File: config.mk
export PLATFORM = sky130hd
export DESIGN_NAME = alu_mdu_iter
export DESIGN_NICKNAME = d
export VERILOG_FILES = /design/src/rtl/alu_pkg.sv /design/src/rtl/mdu_neg_abs.sv /design/src/rtl/alu_mdu_iter.sv
export SDC_FILE = /design/constraint.sdc
export NUM_CORES = 1
export LEC_CHECK = 0
export CAP_MARGIN = 25
export CORE_MARGIN = 2
export CORE_UTILIZATION = 50
export DETAILED_ROUTE_END_ITERATION = 8
export PLACE_DENSITY = 0.68
export SKIP_CTS_REPAIR_TIMING = 1
export SYNTH_ARGS = -nofsm -noshare
export SYNTH_HDL_FRONTEND = slang
export SYNTH_SLANG_ARGS = --single-unit
File: constraint.sdc
create_clock -name clk -period 6.1 [get_ports clk]
set_input_delay 1.22 -clock clk [delete_from_list [all_inputs] [get_ports clk]]
set_output_delay 1.22 -clock clk [all_outputs]
set_load 0.03 [all_outputs]
File: src/rtl/alu_pkg.sv
// ---------------------------------------------------------------------------
// alu_pkg
// Shared definitions for the execute-stage arithmetic units.
//   OP_*    : 3-bit ctl encodings of the iterative multiply/divide unit
//   state_t : control states of alu_mdu_iter
// ---------------------------------------------------------------------------
package alu_pkg;

   localparam logic [2:0] OP_MUL    = 3'b000;
   localparam logic [2:0] OP_MULH   = 3'b001;
   localparam logic [2:0] OP_MULHSU = 3'b010;
   localparam logic [2:0] OP_MULHU  = 3'b011;
   localparam logic [2:0] OP_DIV    = 3'b100;
   localparam logic [2:0] OP_DIVU   = 3'b101;
   localparam logic [2:0] OP_REM    = 3'b110;
   localparam logic [2:0] OP_REMU   = 3'b111;

   typedef enum logic [1:0] {
      ST_IDLE = 2'd0,
      ST_CALC = 2'd1,
      ST_FIX  = 2'd2,
      ST_DONE = 2'd3
   } state_t;

endpackage

File: src/rtl/mdu_neg_abs.sv
// ---------------------------------------------------------------------------
// mdu_neg_abs
// Conditional two's-complement of a WIDTH-bit vector. Used both to take the
// magnitude of a signed operand and to re-apply the sign to a result.
//   i_data : input vector
//   i_neg  : 1 = output the two's-complement of i_data, 0 = pass through
//   o_data : result
// ---------------------------------------------------------------------------
module mdu_neg_abs #(
   parameter int WIDTH = 32
) (
   input  logic [WIDTH-1:0] i_data,
   input  logic             i_neg,
   output logic [WIDTH-1:0] o_data
);

   assign o_data = i_neg ? (~i_data + WIDTH'(1)) : i_data;

endmodule

File: src/rtl/alu_mdu_iter.sv
// ---------------------------------------------------------------------------
// alu_mdu_iter
// Iterative radix-2 multiply/divide unit (MUL, MULH, MULHSU, MULHU, DIV,
// DIVU, REM, REMU). One shift-add / shift-subtract step per clock, operands
// held as magnitudes and the sign re-applied in a final FIX cycle.
//
// Ports:
//   clk, rst   : clock (rising edge), synchronous active-high reset
//   in_valid   : operands/op valid        in_ready  : accepting (IDLE only)
//   in1, in2   : rs1 / rs2 operands       ctl       : op select (alu_pkg OP_*)
//   out_valid  : result valid until taken out_ready : consumer takes result
//   result     : operation result         zero      : result == 0 (with out_valid)
//   busy       : unit is not IDLE
//
// Build option: define MDU_EARLY_OUT_EN to skip CALC for a zero divisor or a
// zero multiply operand (IDLE -> FIX -> DONE).
// ---------------------------------------------------------------------------
module alu_mdu_iter
   import alu_pkg::*;
#(
   parameter int WIDTH = 32,
   parameter int CNT_W = $clog2(WIDTH) + 1
) (
   input  logic             clk,
   input  logic             rst,
   input  logic             in_valid,
   output logic             in_ready,
   input  logic [WIDTH-1:0] in1,
   input  logic [WIDTH-1:0] in2,
   input  logic [2:0]       ctl,
   output logic             out_valid,
   input  logic             out_ready,
   output logic [WIDTH-1:0] result,
   output logic             zero,
   output logic             busy
);

   state_t             r_state, w_state_nxt;
   logic [CNT_W-1:0]   r_cnt;
   logic [2*WIDTH-1:0] r_acc;      // MUL: {hi, lo} product; DIV: {remainder, quotient}
   logic [WIDTH-1:0]   r_opd;      // multiplicand or divisor magnitude
   logic               r_neg, r_div, r_hi, r_rem, r_dz;
   logic [WIDTH-1:0]   r_result;
   logic               r_zero;

   // ---- operand decode and magnitudes -------------------------------------
   logic             w_sgn_a, w_sgn_b, w_div, w_rem, w_hi, w_neg_a, w_neg_b, w_skip;
   logic [WIDTH-1:0] w_abs_a, w_abs_b;

   assign w_sgn_a = (ctl == OP_MULH) || (ctl == OP_MULHSU) || (ctl == OP_DIV) || (ctl == OP_REM);
   assign w_sgn_b = (ctl == OP_MULH) || (ctl == OP_DIV) || (ctl == OP_REM);
   assign w_div   = !((ctl == OP_MUL) || (ctl == OP_MULH) || (ctl == OP_MULHSU) || (ctl == OP_MULHU));
   assign w_rem   = (ctl == OP_REM) || (ctl == OP_REMU);
   assign w_hi    = (ctl == OP_MULH) || (ctl == OP_MULHSU) || (ctl == OP_MULHU);
   assign w_neg_a = w_sgn_a && in1[WIDTH-1];
   assign w_neg_b = w_sgn_b && in2[WIDTH-1];

`ifdef MDU_EARLY_OUT_EN
   assign w_skip = (in2 == '0) || (!w_div && (in1 == '0));
`else
   assign w_skip = 1'b0;
`endif

   mdu_neg_abs #(.WIDTH(WIDTH)) u_abs_a (.i_data(in1), .i_neg(w_neg_a), .o_data(w_abs_a));
   mdu_neg_abs #(.WIDTH(WIDTH)) u_abs_b (.i_data(in2), .i_neg(w_neg_b), .o_data(w_abs_b));

   // ---- one iteration step -------------------------------------------------
   logic [WIDTH:0]     w_add, w_rem_sh;
   logic [WIDTH-1:0]   w_sub;
   logic               w_ge;
   logic [2*WIDTH-1:0] w_acc_step;

   // NOTE: every signal driven here gets a default first, so no path can
   // leave one unassigned and infer a latch.
   always_comb begin
      w_add      = '0;
      w_rem_sh   = '0;
      w_sub      = '0;
      w_ge       = 1'b0;
      w_acc_step = r_acc;
      if (r_div) begin
         // Shifted partial remainder can reach 2*divisor-1, hence WIDTH+1 bits.
         // When it is >= divisor the difference fits in WIDTH bits.
         w_rem_sh   = r_acc[2*WIDTH-1:WIDTH-1];
         w_ge       = (w_rem_sh >= {1'b0, r_opd});
         w_sub      = w_rem_sh[WIDTH-1:0] - r_opd;
         w_acc_step = w_ge ? {w_sub, r_acc[WIDTH-2:0], 1'b1}
                           : {w_rem_sh[WIDTH-1:0], r_acc[WIDTH-2:0], 1'b0};
      end else begin
         w_add      = {1'b0, r_acc[2*WIDTH-1:WIDTH]} + (r_acc[0] ? {1'b0, r_opd} : {(WIDTH+1){1'b0}});
         w_acc_step = {w_add, r_acc[WIDTH-1:1]};
      end
   end

   // ---- FIX: sign correction and half/quotient/remainder select -----------
   logic [2*WIDTH-1:0] w_fix_in, w_fix_out;
   logic               w_dz_quot, w_fix_neg;
   logic [WIDTH-1:0]   w_fix_res;

   // A zero divisor forces the quotient to all-ones; the remainder magnitude
   // is already |in1| and takes the dividend sign, giving back in1.
   assign w_dz_quot = r_div && r_dz && !r_rem;
   assign w_fix_in  = r_div ? {{WIDTH{1'b0}}, (r_rem ? r_acc[2*WIDTH-1:WIDTH] : r_acc[WIDTH-1:0])}
                            : r_acc;
   assign w_fix_neg = r_neg && !w_dz_quot;

   // Full-width negate so the high product half gets the borrow from the low half.
   mdu_neg_abs #(.WIDTH(2*WIDTH)) u_fix_neg (.i_data(w_fix_in), .i_neg(w_fix_neg), .o_data(w_fix_out));

   assign w_fix_res = w_dz_quot ? {WIDTH{1'b1}}
                    : (r_hi ? w_fix_out[2*WIDTH-1:WIDTH] : w_fix_out[WIDTH-1:0]);

   // ---- control: next state and handshake outputs -------------------------
   always_comb begin
      w_state_nxt = r_state;
      in_ready    = 1'b0;
      out_valid   = 1'b0;
      busy        = 1'b1;
      unique case (r_state)
         ST_IDLE: begin
            in_ready = 1'b1;
            busy     = 1'b0;
            if (in_valid) w_state_nxt = w_skip ? ST_FIX : ST_CALC;
         end
         ST_CALC: if (r_cnt == CNT_W'(WIDTH-1)) w_state_nxt = ST_FIX;
         ST_FIX:  w_state_nxt = ST_DONE;
         ST_DONE: begin
            out_valid = 1'b1;
            if (out_ready) w_state_nxt = ST_IDLE;
         end
         default: w_state_nxt = ST_IDLE;
      endcase
   end

   assign result = r_result;
   assign zero   = r_zero && (r_state == ST_DONE);

   // ---- state and datapath registers --------------------------------------
   // NOTE: sequential state uses non-blocking assignments only, so every
   // register samples the pre-edge values regardless of statement order.
   always_ff @(posedge clk) begin
      if (rst) begin
         // NOTE: the datapath is reset along with control so result/zero come
         // out of reset at 0; there is no memory array here to leave unreset.
         r_state  <= ST_IDLE;
         r_cnt    <= '0;
         r_acc    <= '0;
         r_opd    <= '0;
         r_neg    <= 1'b0;
         r_div    <= 1'b0;
         r_hi     <= 1'b0;
         r_rem    <= 1'b0;
         r_dz     <= 1'b0;
         r_result <= '0;
         r_zero   <= 1'b0;
      end else begin
         r_state <= w_state_nxt;
         unique case (r_state)
            ST_IDLE: if (in_valid) begin
               r_cnt <= '0;
               r_opd <= w_div ? w_abs_b : w_abs_a;
               r_neg <= w_rem ? w_neg_a : (w_neg_a ^ w_neg_b);
               r_div <= w_div;
               r_hi  <= w_hi;
               r_rem <= w_rem;
               r_dz  <= (in2 == '0);
               if (w_skip) r_acc <= w_div ? {w_abs_a, {WIDTH{1'b0}}} : '0;
               else        r_acc <= w_div ? {{WIDTH{1'b0}}, w_abs_a} : {{WIDTH{1'b0}}, w_abs_b};
            end
            ST_CALC: begin
               r_acc <= w_acc_step;
               r_cnt <= (r_cnt == CNT_W'(WIDTH-1)) ? '0 : r_cnt + CNT_W'(1);
            end
            ST_FIX: begin
               r_result <= w_fix_res;
               r_zero   <= (w_fix_res == '0);
            end
            default: ;
         endcase
      end
   end

endmodule
==> summary.txt, run 1 <==
GRT
  – Vias in the first global route: 15,200
  – Largest net degree at the start of global routing: 80
  – Grt total ovfl: 0
  – Total GRT Usage: 35.6%
  – Initial antenna violation count: 1
  – First-pass GRT wire length: 87,700 microns

Layout
  – Fill cells: 2,835
  – Layout Area Growth over Synthesis: 12.0%
  – Layout cells sized above 1: 5.80%
  – # nets final: 2,252
  – Commonest non-fill, non-tap cells in the layout: nor2_1 (213), nand2_1 (203), a21oi_1 (165)
  – Area taken by multi-input logic gates: 11,500 sq um
  – Finished Layout Cells: 2,511
  – Reg area: 2850 sq um
  – Commonest non-fill, non-tap cell in the layout: nor2_1

STA
  – Final Hold Viols: 0
  – Final critical-path share of the clock period: 79.7%
  – Max-Slew Margin vs Limit: 30.7%
  – Final setup margin: 1.24 ns
  – Hold Slack: 0.473 ns
  – Max Slew Vio Count: 0
  – Worst Skew: 0.0139 ns
  – Fmax: 0.206 GHz
  – Setup TNS: 0 ns
  – RSZ-0062 raised after global routing: no
  – Worst Max-Slew Pin Slew: 1.04 ns
  – Setup-failing EPs final: 0
  – Tmin final: 4.86 ns

Placement
  – DP Worst Slack: 1.47 ns
  – Dpl hpwl: 42,400 microns
  – Gpl congestion: 1.03
  – Placed cells: 2,478
  – PortBufs: 106

Synthesis
  – Yosys top cell area share: 18.7%
  – Most used DFF post-synth: dfxtp_1
  – Area leader, netlist: dfxtp_1
  – Sequential element share of the synthesized area: 18.7%
  – Post-synth EDFFs: 0
  – Largest cells by area after synthesis: dfxtp_1 (19%), mux2i_1 (7.4%), ha_1 (5.9%), a21oi_1 (5.5%), nor2_1 (5.3%)
  – Cells after Synth: 2,097
  – Syn_nets: 2,242
  – Cell variety after synth: 84
  – Synth Register Bits: 142
  – Yosys warns: 0
  – Ys async rst share: 0%
  – Post-Syn Area: 15,200 sq um
  – Syn Area/Cell: 7.25 sq um

Clock network
  – H-tree Lvls: 4
  – Clk slew on worst S/H paths: 0.08 ns
  – CTS max path bufs: 2
  – Num CTS Buffers: 17
  – Number of clock sinks: 142
  – CTS tree: done
  – Clock root cell: clkbuf_16
  – Later-pin clock latency in the skew report: 0.45 ns

Status
  – Status: complete, no violations

Worst setup path
  – Worst Path Buf+Inv: 2
  – CP most frequent cell: buf_4
  – Worst EP required: 6.48 ns
  – Crit path cell chain: buf_4 -> a21bo_2 -> and2_1 -> ha_1 -> nand4b_1 -> a211oi_1 -> buf_4 -> nand3_1 -> o21ai_0 -> xnor2_1 -> a21oi_1 -> nor4_1 -> nand4_1 -> o31ai_2
  – CP endpoint kind: register
  – Worst EP arrival: 5.24 ns
  – Crit Path Category: reg2reg
  – Slowest cell on the critical path: buf_4
  – Worst R2R Start: r_div
  – CP delay by family, top: compound AO/OA/AOI/OAI gates
  – CP Launch Type: register
  – Max FO, Critical Path: 79
  – Max incr delay on CP: 0.70 ns
  – Worst Setup SP: r_div

Floorplan
  – Initial core utilization: 51.0%
  – Io pins: 107
  – Die Wd: 178 microns
  – Std cell rows: 63
  – Core ar.: 29,800 sq um
  – DIE AREA: 31,800 sq um
  – Die Span Y: 178 microns

Worst hold path
  – HP Class: reg2reg
  – Hold_sp: result[21]

Drt
  – Vias per cell: 6.57
  – DRC: 0
  – Pre-antenna DRT Iters: 6
  – Final WL: 56,500 microns
  – Final ANT Viol Nets: 0
  – Vias: 16,500
  – WL/cell: 22.5 microns
  – Starting DRT DRC Count: 1,854

Power
  – Tot Pwr: 7.08 mW
  – Maximum VDD drop: 652 uV
  – Pwr dens: 416 nW/um^2
  – Leak: 6.48 nW

Flow run
  – Max-Cap Viols: 0
## layout make-up
type,instances,area share [%]
multi-input combinational,1732,67.5
sequential,142,16.7
timing repair buffer,144,7.89
tap,390,2.87
clock buffer,18,2.65
inverter,70,1.54
clock inverter,14,0.853
antenna,1,0.0147
## worst register-to-register path: stages (launching register included)
cell and delay [ns]:
dfxtp_4 0.49, buf_4 0.70, a21bo_2 0.27, and2_1 0.16
ha_1 0.25, nand4b_1 0.22, a211oi_1 0.33, buf_4 0.23
nand3_1 0.26, o21ai_0 0.62, xnor2_1 0.21, a21oi_1 0.14
nor4_1 0.46, nand4_1 0.19, o31ai_2 0.27
## power by group
group	leakage, nW	switching (mW)	total, mW	internal (mW)
registers	1.16	0.401	1.57	1.16
clock network	0.289	0.493	1.09	0.600
logic	5.03	2.78	4.42	1.64
total	6.48	3.67	7.08	3.40
## state kept, by name (all words and copies together) (netlist names)
name	flops
r_acc	64
r_rem	1
r_cnt	6
r_zero	1
r_dz	1
r_opd	32
r_hi	1
r_state	2
result	32
r_div	1
r_neg	1
## routing by layer
metal  global-route usage, %  part of all wire, %
met1                    49.6                   43
met4                    14.0                  4.4
met2                    53.7                   42
met5                       0                0.090
met3                    7.27                   10
## stage by stage
stage | util (%) | area [sq um]
2_1_floorplan | - | 15200
3_3_place_gp | 55.1 | 16400
3_5_place_dp | 55.1 | 16400
4_1_cts | 57.1 | 17000
5_1_grt | 57.1 | 17000
6_report | 57.1 | 17000
## cell families after synthesis
logic type | after synthesis | share of synthesized area, %
xor+xnor | 143 | 8.24
fa+ha+maj | 74 | 6.19
compound gates | 621 | 27.4
buf+inv | 223 | 5.92
mux | 136 | 9.16
flops | 142 | 18.7
simple gates | 758 | 24.3
## synthesized netlist by cell type (8+ instances only)
cell type / instances
buf_2: 8
o211ai_1: 25
xnor2_1: 74
o31ai_1: 27
o21ai_0: 101
o21a_1: 10
nand3_1: 45
a211oi_1: 82
mux2i_1: 112
o22ai_1: 10
clkbuf_1: 115
a22oi_1: 11
nand2_1: 203
and3_1: 12
a21o_1: 27
o21bai_1: 11
nand4bb_1: 8
dfxtp_1: 142
buf_1: 22
nand2b_1: 17
inv_1: 68
a211o_1: 25
nor4_1: 22
xor2_1: 69
nor3_1: 77
or4_1: 12
a22o_1: 16
nor2_1: 214
a21oi_1: 166
or3_1: 16
mux2_2: 24
or2_2: 10
and2_1: 48
a31oi_1: 24
nand4_1: 23
ha_1: 72
o41ai_1: 13
nor2b_1: 16
## final timing paths
path	slack, ns	cells past startpoint	endpoint
hold reg to reg	0.47	2	result[21]
setup reg to reg	1.24	14	r_zero
setup / recovery	1.24	14	r_zero
hold / removal	0.47	2	result[21]
No activity file was read; power rests on OpenSTA's default activity.
==> run 2, diff against run 1 <==
- clock period: 6.1 -> 5 ns (I/O delays scaled with it)
==> run 2 against run 1 <==
Effect of this change: first-iteration DRC count increased by 5.8%; global-route usage grew 1.9 points; wire length grew 5.5%; critical path depth rose by 1; utilization up 1.1 points; final cell count up 1.7%; hold slack gained 0.0038 ns; via count grew 1.9%; power grew 25%; largest power group unchanged; sequential power up 21%; non-clock buffer count increased by 43; critical endpoint unchanged.
==> summary.txt, run 2 (same netlist as run 1, synthesis figures left out) <==
Status
  – Status: complete, no violations

Floorplan
  – Die Span Y: 178 microns (unchanged)
  – Std cell rows: 63 (unchanged)
  – DIE AREA: 31,800 sq um (unchanged)
  – Io pins: 107 (unchanged)
  – Die Wd: 178 microns (unchanged)
  – Initial core utilization: 51.0% (unchanged)
  – Core ar.: 29,800 sq um (unchanged)

STA
  – Worst Skew: 0.00921 ns (-0.00470 ns)
  – Setup TNS: 0 ns (unchanged)
  – Final critical-path share of the clock period: 84.8% (+5.1 points)
  – Setup-failing EPs final: 0 (unchanged)
  – RSZ-0062 raised after global routing: no
  – Final Hold Viols: 0 (unchanged)
  – Max-Slew Margin vs Limit: 44.5% (+14 points)
  – Tmin final: 4.24 ns (-0.622 ns)
  – Max Slew Vio Count: 0 (unchanged)
  – Fmax: 0.236 GHz (+15%)
  – Final setup margin: 0.758 ns (-0.478 ns)
  – Worst Max-Slew Pin Slew: 0.830 ns (-0.208 ns)

Clock network
  – H-tree Lvls: 4 (unchanged)
  – Num CTS Buffers: 17 (unchanged)
  – CTS tree: done
  – Clock root cell: clkbuf_16
  – Clk slew on worst S/H paths: 0.07 ns (about the same)
  – Number of clock sinks: 142 (unchanged)
  – Later-pin clock latency in the skew report: 0.46 ns (about the same)
  – CTS max path bufs: 2 (unchanged)

Worst setup path
  – Max FO, Critical Path: 31 (-61%)
  – Worst EP required: 5.37 ns (-1.11 ns)
  – CP Launch Type: register
  – Crit Path Category: reg2reg
  – CP endpoint kind: register
  – Worst EP arrival: 4.61 ns (-0.63 ns)

Drt
  – Starting DRT DRC Count: 1,962 (+5.8%)
  – Pre-antenna DRT Iters: 6 (unchanged)
  – Vias per cell: 6.58 (+0.23%)
  – WL/cell: 23.4 microns (+3.8%)
  – Vias: 16,800 (+1.9%)
  – DRC: 0 (unchanged)
  – Final ANT Viol Nets: 0 (unchanged)
  – Final WL: 59,700 microns (+5.5%)

GRT
  – Vias in the first global route: 15,600 (+2.8%)
  – Initial antenna violation count: 0 (-1)
  – Total GRT Usage: 37.5% (+1.9 points)
  – Grt total ovfl: 0 (unchanged)
  – Largest net degree at the start of global routing: 72 (-10%)
  – First-pass GRT wire length: 91,600 microns (+4.4%)

Power
  – Pwr dens: 510 nW/um^2 (+23%)
  – Leak: 6.70 nW (+3.3%)
  – Maximum VDD drop: 599 uV (-8.2%)

Layout
  – Commonest non-fill, non-tap cells in the layout: nor2_1 (213), nand2_1 (203), a21oi_1 (165)
  – Commonest non-fill, non-tap cell in the layout: nor2_1
  – Layout cells sized above 1: 7.63% (+1.8 points)
  – Largest reg by FF count: r_acc
  – # nets final: 2,295 (+1.9%)
  – Max reg flops: 64 (unchanged)
  – Finished Layout Cells: 2,553 (+1.7%)
  – Fill cells: 2,874 (+1.4%)
  – Layout Area Growth over Synthesis: 14.2%
  – Ant. Diodes: 0 (-1)

Placement
  – PortBufs: 106 (unchanged)
  – DP Worst Slack: 0.616 ns (-0.854 ns)
  – Gpl congestion: 1.01 (-2.4%)
  – Dpl hpwl: 45,400 microns (+7.2%)
  – Placed cells: 2,521 (+1.7%)

Flow run
  – Max-Cap Viols: 0 (unchanged)

Worst hold path
  – HP Class: reg2reg
-- run 2: power by group --
| part | internal, mW | switching (mW) | total, mW | leakage [nW] |
|---|---|---|---|---|
| Sequential | 1.42 | 0.476 | 1.90 | 1.16 |
| Clock | 0.758 | 0.571 | 1.33 | 0.279 |
| Combinational | 2.13 | 3.50 | 5.63 | 5.26 |
-- run 2: cell type report --
type	count	area [sq um]	area share [%]
multi-input combinational	1732	11500	66.2
sequential	142	2850	16.4
timing repair buffer	187	1670	9.65
tap	390	488	2.81
clock buffer	19	443	2.55
inverter	70	263	1.51
clock inverter	13	154	0.887
-- run 2: layer usage --
metal	routed length, microns	GRT usage [%]	part of all wire (%)
met5	0	0	0
met3	5830	8.42	9.8
met2	25100	55.8	42
met4	2690	16.1	4.5
met1	26000	51.9	44
-- run 2: per-stage QoR --
stage / hold WS [ns] / cell area, sq um / util, % / total power [mW]
2_1_floorplan: 0.440 / 15200 / - / 5.43
3_3_place_gp: 0.462 / 16800 / 56.2 / 7.30
3_5_place_dp: 0.467 / 16800 / 56.2 / 7.32
4_1_cts: 0.474 / 17400 / 58.2 / 8.68
5_1_grt: 0.502 / 17400 / 58.2 / 9.33
6_report: 0.477 / 17400 / 58.2 / 8.85
-- run 2: worst paths after layout --
| kind | start | cells after the start | to | slack, ns |
|---|---|---|---|---|
| worst min register to register | result[21] | 2 | result[21] | 0.48 |
| worst min-delay path | result[21] | 2 | result[21] | 0.48 |
| worst max register to register | r_div | 15 | r_zero | 0.76 |
| worst max-delay path | r_div | 15 | r_zero | 0.76 |
-- run 2: critical path: stages (launching register included) --
cell	delay [ns]
dfxtp_4	0.56
buf_4	0.32
a21bo_2	0.18
and2_1	0.17
ha_1	0.26
nand4b_1	0.23
a211oi_1	0.30
buf_4	0.24
nand3_1	0.13
buf_4	0.19
o21ai_0	0.34
xnor2_1	0.20
a21oi_1	0.13
nor4_1	0.39
nand4_1	0.20
o31ai_2	0.28
